### src/rtl/hdmi_src_sched_pkg.sv
// Shared constants, state encoding and request decode for the HDMI source scheduler.
package hdmi_src_sched_pkg;

  localparam int RGB_W = 24;

  localparam logic [1:0] SRC_SIGGEN = 2'd0;
  localparam logic [1:0] SRC_OSC_T  = 2'd1;
  localparam logic [1:0] SRC_OSC_F  = 2'd2;
  localparam logic [1:0] SRC_LA     = 2'd3;

  typedef enum logic [1:0] {
    RUN,
    WAIT_VS,
    BLANK
  } state_t;

  // Menu position to source code; anything not mapped falls back to the signal generator.
  function automatic logic [1:0] decode_req(input logic       level,
                                            input logic [1:0] cnt_level1,
                                            input logic       fft_confirm);
    logic [1:0] sel;
    sel = SRC_SIGGEN;
    if (level) begin
      if (cnt_level1 == 2'd1) sel = fft_confirm ? SRC_OSC_F : SRC_OSC_T;
      else if (cnt_level1 == 2'd2) sel = SRC_LA;
    end
    return sel;
  endfunction

endpackage

### src/rtl/hdmi_vs_edge.sv
// Frame-start detector: one-cycle pulse when vsync enters its active level.
module hdmi_vs_edge #(
  parameter logic VS_POL = 1'b1
) (
  input  logic pclk,
  input  logic rst,
  input  logic vs,
  output logic fs
);

  logic vs_d_reg;

  always_ff @(posedge pclk or posedge rst) begin
    if (rst) vs_d_reg <= ~VS_POL;
    else     vs_d_reg <= vs;
  end

  assign fs = (vs == VS_POL) && (vs_d_reg != VS_POL);

endmodule

### src/rtl/hdmi_src_sched.sv
// Selects one of four video sources, switching only on a frame start of the
// displayed source and optionally blacking out whole frames afterwards.
module hdmi_src_sched
  import hdmi_src_sched_pkg::*;
#(
  parameter int unsigned BLANK_FRAMES = 1,
  parameter logic        VS_POL       = 1'b1
) (
  input  logic             pclk,
  input  logic             rst,
  input  logic             level,
  input  logic [1:0]       cnt_level1,
  input  logic             fft_confirm,
  input  logic [3:0]       src_vs,
  input  logic [3:0]       src_hs,
  input  logic [3:0]       src_de,
  input  logic [4*RGB_W-1:0] src_rgb,
  output logic             vs_out,
  output logic             hs_out,
  output logic             de_out,
  output logic [RGB_W-1:0] rgb_out,
  output logic [1:0]       sel_out,
  output logic             busy,
  output logic [15:0]      frame_cnt
);

  localparam logic [3:0] BLANK_INIT = 4'(BLANK_FRAMES);

  state_t           state_reg, state_next;
  logic [1:0]       cur_sel_reg, cur_sel_next;
  logic [1:0]       pend_reg, pend_next;
  logic [3:0]       blank_cnt_reg, blank_cnt_next;
  logic [15:0]      frame_cnt_reg, frame_cnt_next;
  logic [1:0]       req_sel;
  logic             fs;
  logic             commit;
  logic [RGB_W-1:0] rgb_src [4];
  logic [RGB_W-1:0] rgb_next;

  for (genvar gi = 0; gi < 4; gi++) begin : g_rgb_split
    assign rgb_src[gi] = src_rgb[gi*RGB_W +: RGB_W];
  end

  assign req_sel = decode_req(level, cnt_level1, fft_confirm);

  hdmi_vs_edge #(.VS_POL(VS_POL)) u_vs_edge (
    .pclk (pclk),
    .rst  (rst),
    .vs   (src_vs[cur_sel_reg]),
    .fs   (fs)
  );

  always_ff @(posedge pclk or posedge rst) begin
    if (rst) begin
      state_reg     <= RUN;
      cur_sel_reg   <= SRC_SIGGEN;
      pend_reg      <= SRC_SIGGEN;
      blank_cnt_reg <= 4'd0;
      frame_cnt_reg <= 16'd0;
    end else begin
      state_reg     <= state_next;
      cur_sel_reg   <= cur_sel_next;
      pend_reg      <= pend_next;
      blank_cnt_reg <= blank_cnt_next;
      frame_cnt_reg <= frame_cnt_next;
    end
  end

  // A cancel (request back to the displayed source) beats a coincident frame start.
  always_comb begin
    state_next     = state_reg;
    cur_sel_next   = cur_sel_reg;
    pend_next      = pend_reg;
    blank_cnt_next = blank_cnt_reg;
    commit         = 1'b0;
    frame_cnt_next = fs ? frame_cnt_reg + 16'd1 : frame_cnt_reg;
    case (state_reg)
      RUN: begin
        if (req_sel != cur_sel_reg) begin
          pend_next  = req_sel;
          state_next = WAIT_VS;
        end
      end
      WAIT_VS: begin
        pend_next = req_sel;
        if (req_sel == cur_sel_reg) begin
          state_next = RUN;
        end else if (fs) begin
          commit         = 1'b1;
          cur_sel_next   = pend_reg;
          blank_cnt_next = BLANK_INIT;
          state_next     = (BLANK_INIT == 4'd0) ? RUN : BLANK;
        end
      end
      BLANK: begin
        if (fs) begin
          blank_cnt_next = blank_cnt_reg - 4'd1;
          if (blank_cnt_reg == 4'd1) state_next = RUN;
        end
      end
      default: state_next = RUN;
    endcase
  end

  assign rgb_next = (state_reg == BLANK || commit) ? '0 : rgb_src[cur_sel_reg];

  always_ff @(posedge pclk or posedge rst) begin
    if (rst) begin
      vs_out  <= 1'b0;
      hs_out  <= 1'b0;
      de_out  <= 1'b0;
      rgb_out <= '0;
    end else begin
      vs_out  <= src_vs[cur_sel_reg];
      hs_out  <= src_hs[cur_sel_reg];
      de_out  <= src_de[cur_sel_reg];
      rgb_out <= rgb_next;
    end
  end

  assign sel_out   = cur_sel_reg;
  assign busy      = (state_reg != RUN);
  assign frame_cnt = frame_cnt_reg;

endmodule

### config.mk
export PLATFORM = sky130hd
export DESIGN_NAME = hdmi_src_sched
export DESIGN_NICKNAME = d
export VERILOG_FILES = /design/src/rtl/hdmi_src_sched_pkg.sv /design/src/rtl/hdmi_vs_edge.sv /design/src/rtl/hdmi_src_sched.sv
export SDC_FILE = /design/constraint.sdc
export NUM_CORES = 1
export LEC_CHECK = 0
export CORE_ASPECT_RATIO = 1.2
export CORE_MARGIN = 2
export CORE_UTILIZATION = 39
export DETAILED_ROUTE_END_ITERATION = 8
export GPL_TIMING_DRIVEN = 0
export PLACE_DENSITY = 0.77
export SYNTH_ARGS = -nofsm -noshare
export SYNTH_HDL_FRONTEND = slang
export SYNTH_HIERARCHICAL = 1
export SYNTH_SLANG_ARGS = --single-unit
### constraint.sdc
create_clock -name pclk -period 2.7 [get_ports pclk]
set_clock_uncertainty 0.15 [all_clocks]
set_input_delay 0.675 -clock pclk [delete_from_list [all_inputs] [get_ports pclk]]
set_output_delay 0.675 -clock pclk [all_outputs]
set_load 0.1 [all_outputs]
==> summary.md <==
| Metric | Value |
|---|---|
| HPWL after detailed placement | 6960 um |
| Multiplexer share of the synthesized area | 0.216 |
| Pwr dens | 1230 nW/um^2 |
| Total congestion overflow | 0 |
| Post-route fraction of the period consumed by the critical path | 0.986 |
| Crit path setup slack, layout | 36.7 ps |
| Number of buffers inserted during clock tree synthesis | 5 |
| Maximum buffer depth of the clock tree | 2 |
| Utilization after layout | 0.659 |
| Sum of routed wire segments on met1 | 3120 um |
| Xor and xnor area share after synthesis | 0.0472 |
| FFs w/ async S/R, synth | 1.00 |
| Cell-by-cell trace of the critical path | clkdlybuf4s50_1 |
| Area of the mapped netlist | 2970 um^2 |
| Worst Max-Slew Pin Slew | 1040 ps |
| Synth warnings | 6 |
| Maximum level of the CTS H-tree | 2 |
| Area inside the core boundary | 7320 um^2 |
| Synth-to-layout area growth | 62.4% |
| Combinational power share | 0.684 |
| Cell family with most CP delay | buffers and inverters |
| MaxCap Viol Count | 0 |
| Maximum number of pins on one net before global-route repair | 36 |
| Global-route wire length before repair | 13400 um |
| Compound-cell area share of the yosys netlist | 0.0518 |
| Clock net sink count | 54 |
| Fin. max-slew vios | 0 |
| Die outline area | 8330 um^2 |
| Final period demand of the worst path | 2660 ps |
| Maximum ir drop on the vdd rail | 0.949 mV |
| Seq/Total Area, Yosys | 0.455 |
| Total met2 wirelength after detailed routing | 4570 um |
| Input/output buffers | 159 |
| Vias per inst | 5.15 |
| Number of antenna violations at the first check in global routing | 0 |
| Number of failing hold endpoints at the final stage | 0 |
| Highest clock frequency the design can meet | 375 MHz |
| Net count after synthesis | 335 |
| Most used flip-flop cell after synthesis | sky130_fd_sc_hd__dfrtp_1 |
| Total iterations of the first detailed-routing run | 4 |
| Number of routed nets with antenna violations | 0 |
| CTS Root Buffer Type | sky130_fd_sc_hd__clkbuf_8 |
| Number of flip-flops under the largest register name | 24 |
| Switching Fraction | 0.548 |
| Portion of total power attributed to sequential cells | 0.225 |
| Commonest non-fill, non-tap cell in the layout | sky130_fd_sc_hd__clkdlybuf4s50_1 |
| Uppermost routed layer | met4 |
| Placed Instance Area | 4720 um^2 |
| Crit path buf inv count | 1 |
| CP Class | flip-flop to output pin |
| Die Wd | 83.7 um |
| Path category of the worst min-delay check | flip-flop to flip-flop |
| DR iter-0 viols | 81 |
| Critical path capture point type | output pin |
| Clock Pin Slew Worst Setup and Hold Paths | 100 ps |
| Starting Density | 0.406 |
| Outcome | completed |
| Main combinational cell family by area after synthesis | multiplexers |
| Average wire per cell in the routed design | 17.8 um |
| Share of cells above drive strength 1 | 0.218 |
| Total via count after detailed routing | 2451 |
| Crit path max fanout | 1 |
| Met3 Routed Length | 609 um |
| Post-synthesis area per instance | 13.6 um^2 |
| Setup Slack @ Placement | -187 ps |
| Gate Count Post-Synth | 218 |
| Count of distinct cell types in the synthesized netlist | 44 |
| CP Data Required Time | 1880 ps |
| Internal portion of total power | 0.00269 W |
| Data arrival, critical path | 1840 ps |
| Die height | 99.6 um |
| Drt drc | 0 |
| Final setup fails | 0 |
| I/O pin count | 160 |
| Top library cells by usage in the layout, fill and taps aside | 140 x sky130_fd_sc_hd__clkdlybuf4s50_1, 52 x sky130_fd_sc_hd__dfrtp_1, 27 x sky130_fd_sc_hd__mux4_2, 20 x sky130_fd_sc_hd__nor2b_2, 15 x sky130_fd_sc_hd__dlygate4sd2_1 |
| Peak per-stage delay on the critical path | 1140 ps |
| Seq cells post-synth | 54 |
| Slowest library cell on the worst path | sky130_fd_sc_hd__clkdlybuf4s50_1 |
| Global-route total usage across every layer | 0.206 |
| Clock tree from TritonCTS | built |
| Number of global-route vias before repair | 2684 |
| Switch Pwr | 0.00326 W |
| Clk network pwr share | 0.091 |
| Rows | 34 |
| Leakage power total | 2.02 nW |
| Adder-cell area share of the yosys netlist | 0.0126 |
| Diodes inserted | 0 |
| Layout net count | 502 |
| Kind of launch point of the worst setup path | flip-flop |
| Routed wire length | 8450 um |
| Final cell area excluding filler cells | 4820 um^2 |
| GP Congestion | 0.775 |
| Relative slew margins | 0.305 |
| Clock latency on the worst-skew pair | 310 ps |
| Simple-Gate Fraction of Synth Area | 0.184 |
| RSZ-0062 raised after global routing | no |
| Number of enable-type register cells in the synthesized netlist | 0 |
==> synthesized netlist by cell type, types with 3 or more instances <==
master / number / area (um^2)
sky130_fd_sc_hd__nand4_1: 6 / 37.5
sky130_fd_sc_hd__dfrtp_1: 54 / 1350
sky130_fd_sc_hd__nand2_1: 9 / 33.8
sky130_fd_sc_hd__nor2_1: 7 / 26.3
sky130_fd_sc_hd__nor2b_1: 9 / 56.3
sky130_fd_sc_hd__nand3_1: 6 / 30.0
sky130_fd_sc_hd__and3_1: 3 / 18.8
sky130_fd_sc_hd__buf_6: 3 / 33.8
sky130_fd_sc_hd__a21oi_1: 4 / 20.0
sky130_fd_sc_hd__inv_1: 8 / 30.0
sky130_fd_sc_hd__xnor2_1: 13 / 114
sky130_fd_sc_hd__ha_1: 3 / 37.5
sky130_fd_sc_hd__mux2_2: 3 / 33.8
sky130_fd_sc_hd__nor2b_2: 20 / 175
sky130_fd_sc_hd__xor2_1: 3 / 26.3
sky130_fd_sc_hd__buf_2: 4 / 20.0
sky130_fd_sc_hd__mux4_2: 27 / 608
==> per-layer routing <==
metal | GRT usage | vias to the layer above
li1 | - | 1144
met1 | 0.233 | 1183
met2 | 0.374 | 112
met3 | 0.0614 | 12
met4 | 0.0682 | 0
met5 | 0 | -
==> path summary, 6_finish.rpt <==
| check | cells after the start | slack, ps | endpoint | from |
|---|---|---|---|---|
| min in group asynchronous | 2 | 400 | u_vs_edge/vs_d_reg | rst |
| worst min-delay path | 1 | 330 | frame_cnt[15] | frame_cnt[15] |
| worst min register to register | 1 | 330 | frame_cnt[15] | frame_cnt[15] |
| worst max register to register | 8 | 180 | rgb_out[19] | sel_out[0] |
| worst max-delay path | 1 | 40 | hs_out | hs_out |
| max in group asynchronous | 3 | 1310 | sel_out[1] | rst |
==> final cells by class <==
type / count / area [um^2]
Inverter: 8 / 30.0
Timing Repair Buffer: 161 / 1600
Tap cell: 90 / 113
Clock inverter: 3 / 45.0
Multi-Input combinational cell: 146 / 1520
Fill cell: 581 / 2490
Sequential cell: 54 / 1350
Buffer: 9 / 87.6
Clock buffer: 5 / 68.8
==> per-stage QoR <==
stage	TNS, ps	total power (W)	std cells	hold slack [ps]
2_1_floorplan	0	0.00444	218	254
3_3_place_gp	-25310	0.00544	467	314
3_5_place_dp	-4470	0.00550	468	318
4_1_cts	0	0.00599	475	335
5_1_grt	0	0.00621	476	362
6_report	0	0.00595	476	328
==> power groups by stage <==
stage	combinational [W]	clock (W)	sequential [W]
floorplan	0.00123	0	0.00320
global placement	0.00409	0	0.00135
detailed placement	0.00413	0	0.00136
CTS	0.00409	0.000554	0.00135
global route	0.00424	0.000585	0.00138
finish	0.00407	0.000543	0.00134
==> cell families after synthesis <==
kind of cell	Yosys count
AND/OR/NAND/NOR	79
buffers and inverters	18
AO/OA/AOI/OAI	18
XOR/XNOR	16
multiplexers	30
adder cells (fa/ha/maj)	3
flip-flops	54
==> repair_timing <==
action / CTS / global route
buffers inserted: 0 / 1
setup endpoints to repair: 17 / 28
pin swaps: 0 / 0
hold buffers: 0 / 0
gates resized for setup: 16 / 8
(Power assumes the default switching activity.)
